$ cat src/rtl/midi_tx_fifo.sv
// midi_tx_fifo: queued MIDI message serializer, 8N1 at sysclk/BAUD_DIV with optional running-status compression
module midi_tx_fifo #(
  parameter int BAUD_DIV       = 3200,
  parameter int FIFO_DEPTH     = 8,
  parameter int RUNNING_STATUS = 1
) (
  input  logic                          clk,
  input  logic                          rst,
  input  logic                          msg_valid,
  output logic                          msg_ready,
  input  logic [7:0]                    status,
  input  logic [7:0]                    data1,
  input  logic [7:0]                    data2,
  input  logic [1:0]                    msg_len,
  output logic                          midi_tx,
  output logic                          busy,
  output logic [$clog2(FIFO_DEPTH):0]   fifo_level
);
  localparam int AW = $clog2(FIFO_DEPTH);
  localparam int LW = AW + 1;
  localparam int CW = $clog2(BAUD_DIV);
  localparam logic [2:0] IDLE  = 3'd0;
  localparam logic [2:0] LOAD  = 3'd1;
  localparam logic [2:0] START = 3'd2;
  localparam logic [2:0] DATA  = 3'd3;
  localparam logic [2:0] STOP  = 3'd4;
  logic [25:0]   mem [FIFO_DEPTH];
  logic [AW-1:0] wr_ptr, rd_ptr;
  logic [2:0]    st, bit_idx;
  logic [CW-1:0] cnt;
  logic [1:0]    idx, len;
  logic [7:0]    s_b, d1_b, d2_b, last_status, cur;
  logic          push, pop, tick, chan, skip;
  assign msg_ready = fifo_level != LW'(FIFO_DEPTH);
  assign push      = msg_valid && msg_ready;
  assign pop       = st == IDLE && fifo_level != '0;
  assign busy      = st != IDLE || fifo_level != '0;
  assign tick      = cnt == CW'(BAUD_DIV - 1);
  assign cur       = idx == 2'd0 ? s_b : idx == 2'd1 ? d1_b : d2_b;
  assign chan      = s_b >= 8'h80 && s_b <= 8'hEF;
  assign skip      = RUNNING_STATUS != 0 && chan && s_b == last_status && len >= 2'd2;
  always_ff @(posedge clk)
    if (push) mem[wr_ptr] <= {msg_len, data2, data1, status};
  always_ff @(posedge clk or negedge rst)
    if (!rst) begin
      wr_ptr     <= '0;
      rd_ptr     <= '0;
      fifo_level <= '0;
    end else begin
      if (push) wr_ptr <= wr_ptr + AW'(1);
      if (pop) rd_ptr <= rd_ptr + AW'(1);
      fifo_level <= fifo_level + LW'(push) - LW'(pop);
    end
  always_ff @(posedge clk or negedge rst)
    if (!rst) begin
      st          <= IDLE;
      cnt         <= '0;
      bit_idx     <= '0;
      idx         <= '0;
      len         <= '0;
      s_b         <= '0;
      d1_b        <= '0;
      d2_b        <= '0;
      last_status <= '0;
      midi_tx     <= 1'b1;
    end else begin
      cnt <= (st == START || st == DATA || st == STOP) && !tick ? cnt + CW'(1) : '0;
      case (st)
        IDLE: if (pop) begin
          {len, d2_b, d1_b, s_b} <= mem[rd_ptr];
          st <= LOAD;
        end
        LOAD: begin
          idx <= skip ? 2'd1 : 2'd0;
          if (len == 2'd0) st <= IDLE;
          else begin
            st      <= START;
            midi_tx <= 1'b0;
            if (chan) last_status <= s_b;
            else if (s_b >= 8'hF0 && s_b <= 8'hF7) last_status <= 8'h00;
          end
        end
        START: if (tick) begin
          st      <= DATA;
          bit_idx <= '0;
          midi_tx <= cur[0];
        end
        DATA: if (tick) begin
          if (bit_idx == 3'd7) begin
            st      <= STOP;
            midi_tx <= 1'b1;
          end else begin
            bit_idx <= bit_idx + 3'd1;
            midi_tx <= cur[bit_idx + 3'd1];
          end
        end
        STOP: if (tick) begin
          if (idx + 2'd1 < len) begin
            idx     <= idx + 2'd1;
            st      <= START;
            midi_tx <= 1'b0;
          end else st <= IDLE;
        end
        default: st <= IDLE;
      endcase
    end
endmodule
$ cat config.mk
export PLATFORM = sky130hd
export DESIGN_NAME = midi_tx_fifo
export DESIGN_NICKNAME = d
export VERILOG_FILES = /design/src/rtl/midi_tx_fifo.sv
export SDC_FILE = /design/constraint.sdc
export NUM_CORES = 1
export LEC_CHECK = 0
export ABC_AREA = 1
export CORE_MARGIN = 4
export CORE_UTILIZATION = 40
export CTS_BUF_LIST = sky130_fd_sc_hd__clkbuf_8
export CTS_CLUSTER_SIZE = 40
export DETAILED_ROUTE_END_ITERATION = 10
export PLACE_DENSITY = 0.58
export SLEW_MARGIN = 20
export SYNTH_ARGS = -nofsm -noshare
export SYNTH_HDL_FRONTEND = slang
export SYNTH_SLANG_ARGS = --single-unit
$ cat constraint.sdc
create_clock -name clk -period 4.93 [get_ports clk]
set_input_delay 0.7395 -clock clk [delete_from_list [all_inputs] [get_ports clk]]
set_output_delay 0.7395 -clock clk [all_outputs]
set_load 0.05 [all_outputs]
Word level (Yosys, flattened, before mapping). Memories as Yosys holds them, arrays and structs flattened. A register that Yosys moved wholly into a read port is not among the register bits. Index checks and enable logic that the tools add are counted.

Memory bits (writable): 208. Register bits: 39. Bits of input ports: 29. Output and inout port bits: 7. Memories: 1. Word-level logic and storage cells: 101.

$add $sub $neg: 7. Bitwise operators: 1. Equal/unequal tests: 17. Reductions and logical operators: 27. Magnitude comparators: 7. Mux-type cells: 32.

Memories: mem (words 8, width 26, read ports 1, clocked after Yosys merged registers in 1, write ports 1, RTL line 27) `logic [25:0] mem [FIFO_DEPTH];`.

Operators with widths (number): $mux 8 (4); $mux 3 (8); $ge 8x8->1 const B (2); $le 8x8->1 const B (2); $pmux 3 s5 (1); $add 12x1->12 const B (1); $eq 12x12->1 const B (1); $mux 12 (1); $ne 2x2->1 const B (6); $mux 1 (10); $add 3x1->3 const B (3); $eq 8x8->1 (1); $mux 2 (4); $reduce_bool 4->1 (2); $logic_and 1x1->1 (7); $eq 3x2->1 const B (2); $eq 3x3->1 const B (2); $pmux 3 s2 (1); $reduce_and 3->1 (2); $reduce_and 6->1 (1); $reduce_bool 2->1 (3); $reduce_and 5->1 (1); $add 4x1->4 (1); $logic_not 2->1 (2); other kinds (19) (23).

Logic depth before layout (Yosys ltp). Gate-level depths: netlist of run 1.

Depth after elaboration: 8. Depth in mapped cells: 15. Gate-level depth less buffers: 14.

Least setup slack after synthesis of run 1. No wires, ideal clock.

Path kind: register to register. Start point: reg fifo_level[2]. End point: mem mem[0][0], enable pin. Arrival: 3.013 ns. Data required time: 4.521 ns. Buffers on the path: 0. Period minus slack after synthesis: 3.422 ns. Cell stages (with the launch flop): 7. Setup time: 0.409 ns. Setup slack: 1.508 ns. Cells stage by stage: dfrtp_1 inv_1 ha_1 nand3_1 nand2_1 or2_2 nor2_1.

Cells in the longest elaborated chain, start to end: 4.

RTL lines: from (decl) (RTL line 17) `output logic [$clog2(FIFO_DEPTH):0] fifo_level`; from (signal assigned) (RTL line 52) `fifo_level <= fifo_level + LW'(push) - LW'(pop);`; $ne 4x4->1 (RTL line 34) `assign msg_ready = fifo_level != LW'(FIFO_DEPTH);`; net msg_ready (RTL line 10) `output logic msg_ready,`; $logic_and 1x1->1 (RTL line 35) `assign push = msg_valid && msg_ready;`; $mux 1 (RTL line 43) `if (push) mem[wr_ptr] <= {msg_len, data2, data1, status};`; $mux 1 (not written as such) (RTL line 43); to (decl) (RTL line 27).

The timed path passes the listed nets, and every way through them passes these cells.

Final worst setup path of run 1.
Start point: reg st[2]. End point: out busy.

Cells in the longest elaborated chain, start to end: 2.

RTL lines: from (decl) (RTL line 29) `logic [2:0] st, bit_idx;`; from (signal assigned) (RTL line 56) `st <= IDLE;`; from (signal assigned) (RTL line 71) `st <= LOAD;`; from (signal assigned) (RTL line 75) `if (len == 2'd0) st <= IDLE;`; $reduce_bool 3->1 (RTL line 37) `assign busy = st != IDLE || fifo_level != '0;`; $logic_or 1x1->1 (RTL line 37); to (decl) (RTL line 16) `output logic busy,`.

No other way between the ends.

==> results of run 1 <==
## layout by cell type (no fill, tap or decap), types with 2 or more instances in the layout
cell type and instances:
edfxtp_1 208, o21ai_0 129, nor2_1 122, nand2_1 81, inv_1 76, dfrtp_1 63
clkbuf_8 53, nand3_1 47, o221ai_1 45, clkdlybuf4s50_1 34, a21oi_1 16, ha_1 14
o21ai_1 13, buf_4 11, o22ai_1 9, nor2_2 8, o211ai_1 8, inv_2 7
nor2_4 6, xnor2_1 6, nor3_1 5, clkinv_2 5, clkinv_1 5, xor2_1 4
nor3b_1 3, nand4_1 3, nor2_8 2, and3_1 2, a21oi_2 2, o31ai_1 2
## report_power, final
group / leakage (uW) / total, uW / switching (uW) / internal, uW
Clock: 0.000542 / 1940 / 901 / 1040
Sequential: 0.00271 / 3160 / 184 / 2970
Combinational: 0.00148 / 2620 / 1830 / 786
Total: 0.00473 / 7710 / 2920 / 4800
## per-stage QoR
stage,total power (uW),std cells
finish,7710,1386
global route,8250,1386
CTS,7780,1385
detailed placement,5820,1299
global placement,5770,1299
floorplan,4990,922
## final timing paths
path | from | endpoint | slack [ns] | cells past startpoint
setup / recovery | st[2] | busy | 1.98 | 5
hold / removal | rst | fifo_level[2] | 0.36 | 2
setup reg to reg | rd_ptr[1] | s_b[0] | 2.44 | 6
hold reg to reg | cnt[0] | cnt[0] | 0.47 | 1
max in group asynchronous | rst | rd_ptr[0] | 3.96 | 2
min in group clk | cnt[0] | cnt[0] | 0.47 | 1
## sequential cells by signal, summed over array words and instances, names as in the netlist
name         cells
bit_idx          3
cnt             12
d1_b             8
d2_b             8
fifo_level       4
idx              2
last_status      8
len              2
mem            208
midi_tx          1
rd_ptr           3
s_b              8
st               3
wr_ptr           3
## cells by family (layout without fill, tap and decap cells)
| group | count (synthesis) | in the layout | synth area share, % |
|---|---|---|---|
| simple gates | 285 | 285 | 11.2 |
| flops | 273 | 273 | 70.0 |
| compound gates | 229 | 229 | 12.4 |
| buf+inv | 110 | 196 | 3.96 |
| fa+ha+maj | 15 | 15 | 1.73 |
| xor+xnor | 10 | 10 | 0.778 |
## worst max-delay path, delay by kind of cell, from the launching register on
family        cells  cell delay [ns]
buf+inv           2             0.82
simple gates      3             0.43
flops             1             0.42
## cells in the mapped netlist (2+ instances only)
cell type / instances
nor3_1: 5
inv_2: 6
nand4_1: 3
dfrtp_1: 64
buf_2: 20
o21ai_0: 129
o21ai_1: 13
ha_1: 14
nand2_1: 81
o211ai_1: 8
xnor2_1: 6
o22ai_1: 9
a21oi_2: 2
o31ai_1: 2
nor2_8: 2
nand3_1: 47
o221ai_1: 45
nor2_4: 3
inv_1: 57
a21oi_1: 16
nor3b_1: 3
clkbuf_1: 26
nor2_2: 3
edfxtp_1: 208
xor2_1: 4
nor2_1: 130
and3_1: 2
## layer usage
metal,vias up,wire length (um)
met4,0,495
met5,-,0
met1,3517,11700
met2,173,11400
li1,3438,-
met3,44,1320
## final cells by class
cell class / instances / area, sq um
Timing Repair Buffer: 47 / 455
Multi-Input combinational cell: 539 / 2970
Clock inverter: 33 / 176
Sequential cell: 273 / 7880
Clock buffer: 53 / 729
Inverter: 63 / 236
Fill cell: 2572 / 14900
Tap cell: 378 / 473
==> flow_metrics.tcl, run 1 <==
set metrics [dict create \
    outcome "finished clean" \
    fin_util_pct 46.5 \
    core-area_sq_um 27800 \
    synth_edf_count 208 \
    grtUsageMet1_pct 23.3 \
    setup_tns_ns 0 \
    grt.busiest_layer "met2" \
    die_w_um 176 \
    p_per_area_nw_per_um2 597 \
    hold_viol 0 \
    ctsResizeCount 0 \
    io_buffer_count 35 \
    end_kind "primary output" \
    critPathLaunchType "flip-flop" \
    cp_max_fo 4 \
    drt_wl_total_um 24900 \
    cpPeakStageDelay_ns 0.75 \
    syn_avg_cell_area_sq_um 12.2 \
    cp_cell_sequence "nor2_1 -> inv_1 -> nor2_1 -> nand4_1 -> clkdlybuf4s50_1" \
    numCtsBuffers 47 \
    numClockSinks 273 \
    gp_congestion 0.804 \
    clkSlewWorstSetupHoldPaths_ns 0.06 \
    routed-via-count 7172 \
    cpMaxStageDelayCell "clkdlybuf4s50_1" \
    grt_max_degree 105 \
    timing.final.crit_share_pct 59.8 \
    antenna_found_initial 0 \
    ant_nets 0 \
    synth_flop_cell "edfxtp_1" \
    synth_top_area_share_pct 55.5 \
    synthTopCellsByArea "edfxtp_1 56%, dfrtp_1 14%, o21ai_0 5.7%, nor2_1 4.3%, o221ai_1 3.5%" \
    track_usage_pct 16.2 \
    setup_slack_ns 1.98 \
    synth.yosys.seq_area_share_pct 70.0 \
    clock_skew_ns 0.0269 \
    drv_cap 0 \
    root_buffer "clkbuf_8" \
    drc 0 \
    critPathRequiredTime_ns 4.19 \
    setup_viol 0 \
    cp_data_arrival_time_ns 2.21 \
    p_leak_uw 0.00473 \
    fmax_ghz 0.339 \
    clk_latency_ns 0.57 \
    synth_cell_type_count 41 \
    viasPerCell 5.17 \
    syn_nets 966 \
    report.final.slew_viol_count 0 \
    rsz0062_at_grt "false" \
    wl_per_cell_um 18.0 \
    start_util_pct 40.5 \
    syn_area_sq_um 11300 \
    period_minus_slack_ns 2.95 \
    placed_area_sq_um 12000 \
    grt_pass1_wl_um 39600 \
    drive_gt1_share_pct 10.9 \
    final_nets 1015 \
    grt_pass1_vias 7031 \
    dp_hpwl_um 13700 \
    ys_warn_count 0 \
    hold_class "input pin to async pin" \
    relSlewSlack_pct 30.4 \
    n_antenna_cell 0 \
    syn_to_final_growth_pct 14.8 \
    ioPinCount 36 \
    hold_buffers 0 \
    post_cts_buffers 0 \
    synth-async-reset-ratio_pct 23.8 \
    rows 61 \
    synthCells 922 \
    pre_cts_ws_ns 2.02 \
    peakVddDrop_mv 0.274 \
    met3_usage_pct 2.84 \
    crit_top_cell "nor2_1" \
    fin_hold_ws_ns 0.357 \
    die_height_um 176 \
    grt_use_met2_pct 25.4 \
    yosysTopAreaCell "edfxtp_1" \
    crit_type "flip-flop to primary output" \
    drt-pass1-iter-count 4 \
    gr-total-overflow 0 \
    fin_area_sq_um 12900 \
    clk_path_buf_depth 3 \
    cts_tree "done" \
    drt-initial-drc-count 555 \
    ys_ff_latch 273 \
    dieArea_sq_um 30900 \
    htreeDepth 2 \
    tightest_slew_ns 1.04 \
]
No activity file was read; power rests on OpenSTA's default activity.
==> run 2: changes to the inputs <==
- PLACE_DENSITY: 0.58 -> 0.6
- clock period: 4.93 -> 2.47 ns (I/O delays scaled with it)
==> flow_metrics.tcl, run 2 (same netlist as run 1, synthesis figures left out) <==
set metrics [dict create \
    cpMaxStageDelayCell "dlygate4sd2_1" \
    report.final.slew_viol_count 0 \
    final_common_cell "edfxtp_1" \
    gr-total-overflow 0 \
    drc 0 \
    grt_pass1_vias 7119 \
    hold_viol 0 \
    cpPeakStageDelay_ns 0.47 \
    viasPerCell 5.13 \
    largest_reg_flops 208 \
    root_buffer "clkbuf_8" \
    largest_register "mem" \
    p_per_area_nw_per_um2 1160 \
    drt_wl_total_um 24200 \
    fin_util_pct 46.9 \
    clk_path_buf_depth 3 \
    htreeDepth 2 \
    cts_tree "done" \
    critPathRequiredTime_ns 2.10 \
    cp_cell_sequence "nor2_1 -> inv_1 -> nor2_1 -> nand4_1 -> dlygate4sd2_1" \
    rsz0062_at_grt "false" \
    period_minus_slack_ns 2.25 \
    drt-initial-drc-count 651 \
    grt_max_degree 106 \
    dp_cells 1310 \
    numClockSinks 273 \
    core-area_sq_um 27800 \
    die_height_um 176 \
    grt_pass1_wl_um 39300 \
    reg2reg_to "fifo_level[2]" \
    layout_common_cells "208 x edfxtp_1, 129 x o21ai_0, 122 x nor2_1" \
    routed-via-count 7101 \
    setup_viol 0 \
    fmax_ghz 0.444 \
    hold_class "input pin to async pin" \
    cp_data_arrival_time_ns 1.88 \
    nFillCells 2528 \
    gp_congestion 0.760 \
    timing.final.crit_share_pct 91.2 \
    rows 61 \
    drv_cap 0 \
    end_kind "primary output" \
    rrSetupSlack_ns 0.43 \
    setup_tns_ns 0 \
    peakVddDrop_mv 0.546 \
    relSlewSlack_pct 58.3 \
    clkSlewWorstSetupHoldPaths_ns 0.06 \
    wl_per_cell_um 17.5 \
    final_nets 1023 \
    rr_worst_depth 11 \
    track_usage_pct 15.9 \
    crit_type "flip-flop to primary output" \
    n_antenna_cell 0 \
    numCtsBuffers 44 \
    clk_latency_ns 0.55 \
    dp_hpwl_um 14000 \
    ioPinCount 36 \
    ant_nets 0 \
    tightest_slew_ns 0.626 \
    critPathLaunchType "flip-flop" \
    crit_top_cell "nor2_1" \
    fin_area_sq_um 13000 \
    outcome "finished clean" \
    stdcell_count 1385 \
    clock_skew_ns 0.0281 \
    io_buffer_count 35 \
    start_util_pct 40.5 \
    rr_startpoint "fifo_level[2]" \
    die_w_um 176 \
    p_leak_uw 0.00475 \
    drive_gt1_share_pct 10.9 \
    largest_registers "mem x208, cnt x12" \
    syn_to_final_growth_pct 15.7 \
    antenna_found_initial 0 \
    dieArea_sq_um 30900 \
    post_cts_buffers 0 \
    cp_max_fo 4 \
    drt-pass1-iter-count 5 \
    placed_area_sq_um 12300 \
]
-- run 2: layer usage --
metal | up-vias | GRT usage (%) | part of all wire (%)
li1 | 3441 | - | -
met1 | 3455 | 23.0 | 47
met2 | 174 | 25.1 | 46
met3 | 31 | 3.10 | 5.7
met4 | 0 | 4.03 | 1.3
met5 | - | 0 | 0
-- run 2: what timing repair did --
item                                    CTS  global route
hold buffers                              1             0
hold endpoints to repair                 64             0
endpoints found under the setup margin    1             1
resized for setup                         1             1
-- run 2: final cells by class --
cell class / instances / area [sq um] / share of cell area, %
Tap cell: 378 / 473 / 3.63
Timing Repair Buffer: 58 / 684 / 5.26
Clock buffer: 45 / 619 / 4.76
Multi-Input combinational cell: 539 / 3000 / 23.0
Sequential cell: 273 / 7880 / 60.5
Inverter: 63 / 236 / 1.82
Clock inverter: 29 / 130 / 1.00
-- run 2: power by group --
group / leakage [uW] / internal (uW) / switching, uW
logic: 0.00158 / 1770 / 3700
clock network: 0.000464 / 1690 / 1680
registers: 0.00271 / 5930 / 368
-- run 2: worst max path at each step --
| stage | slack (ns) | startpoint | depth (start not counted) | end |
|---|---|---|---|---|
| after floorplan | 0.02 | fifo_level[2] | 6 | mem[0][0] |
| after global placement | 0.29 | msg_valid | 8 | fifo_level[1] |
| after detailed placement | 0.31 | msg_valid | 8 | fifo_level[2] |
| after CTS | 0.03 | fifo_level[2] | 4 | msg_ready |
| after global routing | 0.04 | st[2] | 5 | busy |
| final | 0.22 | st[2] | 5 | busy |
-- run 2: per-stage QoR --
stage	setup WS (ns)	total power (uW)	hold slack, ns
5_1_grt	0.0401	16200	0.384
3_5_place_dp	0.305	11900	0.415
2_1_floorplan	0.0227	10000	0.0749
4_1_cts	0.0268	15300	0.370
3_3_place_gp	0.292	11800	0.420
6_report	0.218	15100	0.360
-- run 2: worst max-delay path, delay by kind of cell, from the launching register on --
kind                   cells  cell delay [ns]
AND/OR/NAND/NOR            3             0.39
flip-flops                 1             0.41
buffers and inverters      2             0.54
